`config.mk`:
```
export PLATFORM = sky130hd
export DESIGN_NAME = mem_map_responder
export DESIGN_NICKNAME = d
export VERILOG_FILES = /design/src/rtl/mem_map_pkg.sv /design/src/rtl/map_timer.sv /design/src/rtl/mem_map_responder.sv
export SDC_FILE = /design/constraint.sdc
export NUM_CORES = 1
export LEC_CHECK = 0
export ABC_CLOCK_PERIOD_IN_PS = 2450
export BUFFER_PORTS_ARGS = -buffer_cell sky130_fd_sc_hd__buf_2
export CAP_MARGIN = 20
export CORE_MARGIN = 2
export CORE_UTILIZATION = 35
export DETAILED_ROUTE_END_ITERATION = 16
export SLEW_MARGIN = 40
export SYNTH_ARGS = -nofsm -noshare
export SYNTH_HDL_FRONTEND = slang
export SYNTH_SLANG_ARGS = --single-unit
export TNS_END_PERCENT = 20
```
`constraint.sdc`:
```
create_clock -name i_clk -period 2.45 [get_ports i_clk]
set_input_delay 0.49 -clock i_clk [delete_from_list [all_inputs] [get_ports i_clk]]
set_output_delay 0.49 -clock i_clk [all_outputs]
set_load 0.01 [all_outputs]
```
`src/rtl/mem_map_pkg.sv`:
```
// Shared constants for the memory-mapped responder: register offsets, CTRL/STATUS
// bit positions, reset values and the CTRL read-back packing helper.
package mem_map_pkg;

    localparam logic [2:0] MAP_CTRL    = 3'd0;
    localparam logic [2:0] MAP_STATUS  = 3'd1;
    localparam logic [2:0] MAP_TMR_CNT = 3'd2;
    localparam logic [2:0] MAP_TMR_CMP = 3'd3;
    localparam logic [2:0] MAP_TMR_RLD = 3'd4;
    localparam logic [2:0] MAP_GPIO_OUT = 3'd5;
    localparam logic [2:0] MAP_GPIO_IN = 3'd6;
    localparam logic [2:0] MAP_SCRATCH = 3'd7;

    localparam int CTRL_EN_BIT     = 0;
    localparam int CTRL_RELOAD_BIT = 1;
    localparam int CTRL_INTEN_BIT  = 2;
    localparam int CTRL_PRES_LSB   = 4;

    localparam int STATUS_OVF_BIT = 0;
    localparam int STATUS_CMP_BIT = 1;

    localparam logic [15:0] REG_RESET  = 16'h0000;
    localparam logic [3:0]  PRES_RESET = 4'd0;
    localparam logic        BIT_RESET  = 1'b0;

    function automatic logic [15:0] packCtrl(input logic en, input logic reload,
                                             input logic intEn, input logic [3:0] pres);
        logic [15:0] v;
        v = 16'h0000;
        v[CTRL_EN_BIT] = en;
        v[CTRL_RELOAD_BIT] = reload;
        v[CTRL_INTEN_BIT] = intEn;
        v[CTRL_PRES_LSB +: 4] = pres;
        return v;
    endfunction

endpackage

```
`src/rtl/map_timer.sv`:
```
// Prescaled 16-bit timer: prescaler, counter with reload, overflow/compare flags.
// Prescaler only exists when MEM_MAP_PRESCALE_EN is defined; otherwise every enabled cycle ticks.
module map_timer
    import mem_map_pkg::*;
(
    input  logic        i_clk,
    input  logic        i_rst,
`ifdef MEM_MAP_PRESCALE_EN
    input  logic [3:0]  i_presSel,
    input  logic        i_ctrlWr,
`endif
    input  logic        i_enable,
    input  logic        i_autoReload,
    input  logic        i_cntWrEn,
    input  logic [15:0] i_wrData,
    input  logic [15:0] i_cmpValue,
    input  logic [15:0] i_rldValue,
    input  logic        i_clrOvf,
    input  logic        i_clrCmp,
    output logic [15:0] o_count,
    output logic        o_ovfFlag,
    output logic        o_cmpFlag
);

    logic [15:0] cnt_r;
    logic        ovf_r;
    logic        cmp_r;
    logic        tick_s;
    logic [15:0] cntNext_s;
    logic        setOvf_s;
    logic        setCmp_s;

`ifdef MEM_MAP_PRESCALE_EN
    logic [15:0] presCnt_r;
    logic [15:0] presLimit_s;

    // Tick when the prescaler reaches 2^n-1 while enabled.
    always_comb begin
        presLimit_s = (16'd1 << i_presSel) - 16'd1;
        tick_s = i_enable & (presCnt_r == presLimit_s);
    end

    // Prescaler restarts on tick, on any CTRL write and while disabled.
    always_ff @(posedge i_clk) begin
        if (i_rst) begin
            presCnt_r <= REG_RESET;
        end else if (i_ctrlWr || !i_enable || tick_s) begin
            presCnt_r <= REG_RESET;
        end else begin
            presCnt_r <= presCnt_r + 16'd1;
        end
    end
`else
    // Without a prescaler every enabled cycle is a tick.
    always_comb begin
        tick_s = i_enable;
    end
`endif

    // Next count and flag-set events; a bus write to the counter suppresses the tick.
    always_comb begin
        cntNext_s = cnt_r;
        setOvf_s = 1'b0;
        setCmp_s = 1'b0;
        if (i_cntWrEn) begin
            cntNext_s = i_wrData;
        end else if (tick_s) begin
            if (cnt_r == 16'hFFFF) begin
                setOvf_s = 1'b1;
                cntNext_s = i_autoReload ? i_rldValue : 16'h0000;
            end else begin
                cntNext_s = cnt_r + 16'd1;
            end
            setCmp_s = (cntNext_s == i_cmpValue);
        end else begin
            cntNext_s = cnt_r;
        end
    end

    // Counter and sticky flags; a set event beats a coincident clear.
    always_ff @(posedge i_clk) begin
        if (i_rst) begin
            cnt_r <= REG_RESET;
            ovf_r <= BIT_RESET;
            cmp_r <= BIT_RESET;
        end else begin
            cnt_r <= cntNext_s;
            ovf_r <= setOvf_s | (ovf_r & ~i_clrOvf);
            cmp_r <= setCmp_s | (cmp_r & ~i_clrCmp);
        end
    end

    assign o_count = cnt_r;
    assign o_ovfFlag = ovf_r;
    assign o_cmpFlag = cmp_r;

endmodule

```
`src/rtl/mem_map_responder.sv`:
```
// Target side of the memory-mapped region: decode, CTRL/CMP/RLD/GPIO/scratch registers,
// GPIO input synchronizer and combinational read mux. MEM_MAP_PRESCALE_EN enables the prescaler.
module mem_map_responder
    import mem_map_pkg::*;
(
    input  logic        i_clk,
    input  logic        i_rst,
    input  logic [15:0] i_memAddr,
    input  logic [15:0] i_memData,
    input  logic        i_memMapWrEn,
    output logic [15:0] o_mapReadData,
    input  logic [15:0] i_gpioIn,
    output logic [15:0] o_gpioOut,
    output logic        o_intr
);

    logic [2:0]  offset_s;
    logic [7:0]  wrSel_s;
    logic        ctrlEn_r;
    logic        ctrlReload_r;
    logic        ctrlIntEn_r;
    logic [3:0]  ctrlPres_s;
    logic [15:0] cmp_r;
    logic [15:0] rld_r;
    logic [15:0] gpioOut_r;
    logic [15:0] scratch_r;
    logic [15:0] gpioSync1_r;
    logic [15:0] gpioSync2_r;
    logic [15:0] count_s;
    logic        ovfFlag_s;
    logic        cmpFlag_s;
    logic        unusedAddrBits_s;

    assign offset_s = i_memAddr[2:0];
    assign unusedAddrBits_s = ^i_memAddr[15:3];

    // One-hot write strobe per register offset.
    always_comb begin
        wrSel_s = 8'h00;
        if (i_memMapWrEn) begin
            wrSel_s[offset_s] = 1'b1;
        end else begin
            wrSel_s = 8'h00;
        end
    end

`ifdef MEM_MAP_PRESCALE_EN
    logic [3:0] ctrlPres_r;

    // Prescale select field, only stored when the prescaler is built.
    always_ff @(posedge i_clk) begin
        if (i_rst) begin
            ctrlPres_r <= PRES_RESET;
        end else if (wrSel_s[MAP_CTRL]) begin
            ctrlPres_r <= i_memData[CTRL_PRES_LSB +: 4];
        end else begin
            ctrlPres_r <= ctrlPres_r;
        end
    end
    assign ctrlPres_s = ctrlPres_r;
`else
    assign ctrlPres_s = PRES_RESET;
`endif

    // Bus-writable configuration and data registers.
    always_ff @(posedge i_clk) begin
        if (i_rst) begin
            ctrlEn_r     <= BIT_RESET;
            ctrlReload_r <= BIT_RESET;
            ctrlIntEn_r  <= BIT_RESET;
            cmp_r        <= REG_RESET;
            rld_r        <= REG_RESET;
            gpioOut_r    <= REG_RESET;
            scratch_r    <= REG_RESET;
        end else begin
            if (wrSel_s[MAP_CTRL]) begin
                ctrlEn_r     <= i_memData[CTRL_EN_BIT];
                ctrlReload_r <= i_memData[CTRL_RELOAD_BIT];
                ctrlIntEn_r  <= i_memData[CTRL_INTEN_BIT];
            end
            if (wrSel_s[MAP_TMR_CMP]) cmp_r <= i_memData;
            if (wrSel_s[MAP_TMR_RLD]) rld_r <= i_memData;
            if (wrSel_s[MAP_GPIO_OUT]) gpioOut_r <= i_memData;
            if (wrSel_s[MAP_SCRATCH]) scratch_r <= i_memData;
        end
    end

    // Two-flop synchronizer for the asynchronous GPIO inputs.
    always_ff @(posedge i_clk) begin
        if (i_rst) begin
            gpioSync1_r <= REG_RESET;
            gpioSync2_r <= REG_RESET;
        end else begin
            gpioSync1_r <= i_gpioIn;
            gpioSync2_r <= gpioSync1_r;
        end
    end

    map_timer uTimer (
        .i_clk        (i_clk),
        .i_rst        (i_rst),
`ifdef MEM_MAP_PRESCALE_EN
        .i_presSel    (ctrlPres_s),
        .i_ctrlWr     (wrSel_s[MAP_CTRL]),
`endif
        .i_enable     (ctrlEn_r),
        .i_autoReload (ctrlReload_r),
        .i_cntWrEn    (wrSel_s[MAP_TMR_CNT]),
        .i_wrData     (i_memData),
        .i_cmpValue   (cmp_r),
        .i_rldValue   (rld_r),
        .i_clrOvf     (wrSel_s[MAP_STATUS] & i_memData[STATUS_OVF_BIT]),
        .i_clrCmp     (wrSel_s[MAP_STATUS] & i_memData[STATUS_CMP_BIT]),
        .o_count      (count_s),
        .o_ovfFlag    (ovfFlag_s),
        .o_cmpFlag    (cmpFlag_s)
    );

    // Combinational read mux; reads never change state.
    always_comb begin
        o_mapReadData = REG_RESET;
        case (offset_s)
            MAP_CTRL:     o_mapReadData = packCtrl(ctrlEn_r, ctrlReload_r, ctrlIntEn_r, ctrlPres_s);
            MAP_STATUS:   o_mapReadData = {14'd0, cmpFlag_s, ovfFlag_s};
            MAP_TMR_CNT:  o_mapReadData = count_s;
            MAP_TMR_CMP:  o_mapReadData = cmp_r;
            MAP_TMR_RLD:  o_mapReadData = rld_r;
            MAP_GPIO_OUT: o_mapReadData = gpioOut_r;
            MAP_GPIO_IN:  o_mapReadData = gpioSync2_r;
            MAP_SCRATCH:  o_mapReadData = scratch_r;
            default:      o_mapReadData = REG_RESET;
        endcase
    end

    assign o_gpioOut = gpioOut_r;
    assign o_intr = ctrlIntEn_r & (ovfFlag_s | cmpFlag_s);

endmodule

```
==> impl_metrics.tcl <==
set metrics [dict create \
    cts_hold_buffers 0 \
    cp_slowest_cell "o221ai_1" \
    ys.flop_type "dfxtp_1" \
    final_hold_viol_count 0 \
    drv_cap 0 \
    hold-worst-slack_ns 0.268 \
    drtPass1Iterations 6 \
    fin_crit_sh 0.958 \
    async_flop_share 0 \
    p_per_area_nw_per_um2 666 \
    layout.nets 888 \
    gr-usage-all-layers 0.220 \
    drive_gt1_frac 0.227 \
    numClockSinks 117 \
    setup_viol 0 \
    clock-root-buffer "clkbuf_16" \
    period_needed_ns 2.35 \
    design.core.area_sq_um 16500 \
    io_pins 84 \
    dpl-instance-area_sq_um 6760 \
    rsz0062_at_grt "yes" \
    n_antenna_cell 0 \
    cp.required_ns 1.96 \
    final_common_cell "nand2_1" \
    ys_seq_area_frac 0.398 \
    synthDistinctLibCells 62 \
    yosys.area.top_type "dfxtp_1" \
    clkSlewWorstSetupHoldPaths_ns 0.06 \
    yosys.area.top_type_share 0.398 \
    drt_iter0_drc 522 \
    grt_pass1_wl_um 30300 \
    htreeDepth 4 \
    initial_core_util 0.356 \
    cts_buffers 17 \
    wl_per_cell_um 18.2 \
    crit_type "primary input to output pin" \
    crit-reg2reg-launch "uTimer.o_count[1]" \
    fmax_mhz 426 \
    stdcell_area_sq_um 7370 \
    finalWirelength_um 19500 \
    path_buf_inv 4 \
    grt_pass1_vias 5296 \
    status "completed" \
    syn_nets 797 \
    relSlewSlack 0.502 \
    synth_area_sq_um 5880 \
    final_cell_mix "163 x nand2_1, 117 x dfxtp_1, 96 x a21oi_1" \
    crit_start "i_memAddr[2]" \
    rows 47 \
    rr_endpoint "uTimer.o_cmpFlag" \
    fin_setup_tns_ns 0 \
    slew_viol_final 0 \
    place_congestion 0.923 \
    syn_area_per_cell_sq_um 7.89 \
    synth_edf_count 0 \
    die_h_um 134 \
    ys.warnings.count 0 \
    rr_worst_depth 8 \
    leakage_nw 2.83 \
    antenna_found_initial 0 \
    finalClockSkew_ns 0.0184 \
    route.vias.total 5721 \
    crit_cells 7 \
    crit_arrival_ns 1.86 \
    cts_setup_buffers 0 \
    path_cells "clkbuf_4, clkinvlp_4, nor2_1, buf_12, a22oi_1, o221ai_1, buf_2" \
    die_w_um 134 \
    ant_nets 0 \
    max_stage_delay_ns 0.31 \
    dieArea_sq_um 17900 \
    drt_drc_violations_left 0 \
    vias_per_cell 5.35 \
    worstPathMaxFanout 17 \
    cts_tree "done" \
    area_delta_synth_final_pct 25.3 \
    grt_max_degree 118 \
    tightest_slew_ns 0.747 \
    synthCells 745 \
    cp_top_family "buffers and inverters" \
    start_kind "primary input" \
    r2r_slack_ns 0.13 \
    clkLatencyLatePin_ns 0.43 \
    dp_hpwl_um 14100 \
    clockBufferDepth 2 \
    crit_end "o_mapReadData[11]" \
    endpoint_kind "output pin" \
    synth_area_leaders "dfxtp_1 40%, nand2_1 10%, a21oi_1 8.2%" \
    hp-class "primary input to register" \
    ir_worst_vdd_mv 0.453 \
    port_buffers 70 \
    grt_overflow 0 \
    ys_ff_latch 117 \
]
[kinds of logic after synthesis]
kind of cell	share of synthesized area
and+or+nand+nor	0.246
AOI/OAI and AO/OA	0.198
DFF	0.398
buffers and inverters	0.0609
muxes	0.0655
xor gates and xnor gates	0.0298
adders and majority gates	0.00213
[worst reg2reg max path: stages (launching register included)]
cell	delay [ns]
dfxtp_1	0.34
ha_1	0.23
and3_1	0.26
and4_2	0.31
mux2i_2	0.29
xor2_1	0.25
nand4_1	0.14
nor4_2	0.27
a31o_1	0.18
[where the power goes]
part	internal, mW	leakage [nW]	total [mW]	switching [mW]
registers	1.96	0.953	2.00	0.0411
logic	0.178	1.59	0.437	0.259
clock network	1.53	0.287	2.47	0.936
total	3.67	2.83	4.90	1.24
[cell usage after synthesis (3+ instances only)]
| master | number |
|---|---|
| nor4_1 | 4 |
| nand3_1 | 28 |
| or3_1 | 3 |
| a32oi_1 | 3 |
| nand4_1 | 12 |
| o31ai_1 | 3 |
| a21oi_1 | 96 |
| inv_1 | 14 |
| o221ai_1 | 7 |
| dfxtp_1 | 117 |
| nor2_1 | 39 |
| and4_1 | 5 |
| xor2_1 | 7 |
| nand2_1 | 163 |
| a22o_1 | 6 |
| clkbuf_1 | 38 |
| xnor2_1 | 13 |
| nor2b_1 | 35 |
| mux4_2 | 3 |
| mux2_2 | 11 |
| buf_1 | 3 |
| a221oi_1 | 10 |
| a211oi_1 | 8 |
| mux2i_1 | 18 |
| a22oi_1 | 6 |
| buf_2 | 7 |
| buf_6 | 7 |
| a222oi_1 | 4 |
| nor3_1 | 13 |
| o21ai_0 | 25 |
[per-layer routing]
| layer | global-route usage | vias to the layer above | routed length (um) |
|---|---|---|---|
| met5 | 0 | - | 0 |
| met4 | 0.0709 | 0 | 293 |
| met3 | 0.0521 | 25 | 1450 |
| met2 | 0.335 | 214 | 8740 |
| met1 | 0.309 | 2681 | 9010 |
| li1 | - | 2801 | - |
[area by class of cell]
cell class              instances  area [sq um]
flip-flops and latches        117          2340
clock inverters                14           151
well taps                     220           275
inverters                      15          60.1
fillers                      1666          9160
multi-input cells             554          3200
repair buffers                131           901
clock buffers                  18           439
[repair_timing]
| item | in CTS | in global routing |
|---|---|---|
| setup endpoints to repair | 0 | 5 |
| gates resized for setup | 0 | 8 |
| endpoints found under the hold margin | 0 | 0 |
[sequential cells by signal, summed over array words and instances (netlist names), 16 cells and up]
register / cells
gpioSync1_r: 16
uTimer.o_count: 16
rld_r: 16
gpioSync2_r: 16
o_gpioOut: 16
scratch_r: 16
cmp_r: 16
[worst min-delay path by stage]
stage	startpoint	end	slack, ns	cells after the start
after global placement	gpioSync1_r[0]	gpioSync2_r[0]	0.42	1
after floorplan	gpioSync1_r[0]	gpioSync2_r[0]	0.41	1
after detailed placement	gpioSync1_r[7]	gpioSync2_r[7]	0.42	1
after CTS	i_gpioIn[10]	gpioSync1_r[10]	0.26	2
after global routing	i_gpioIn[5]	gpioSync1_r[5]	0.27	2
final	i_gpioIn[10]	gpioSync1_r[10]	0.27	2
[stage by stage]
| stage | utilization | setup WS (ns) | std cells | power, mW |
|---|---|---|---|---|
| global placement | 0.409 | 0.0990 | 1037 | 2.47 |
| global route | 0.446 | 0.00000422 | 1069 | 5.07 |
| finish | 0.446 | 0.103 | 1069 | 4.90 |
| CTS | 0.445 | 0.0718 | 1069 | 4.93 |
| floorplan | - | 0.0556 | 745 | 2.27 |
| detailed placement | 0.409 | 0.0877 | 1037 | 2.47 |
Power figures use the tool's default switching activity.
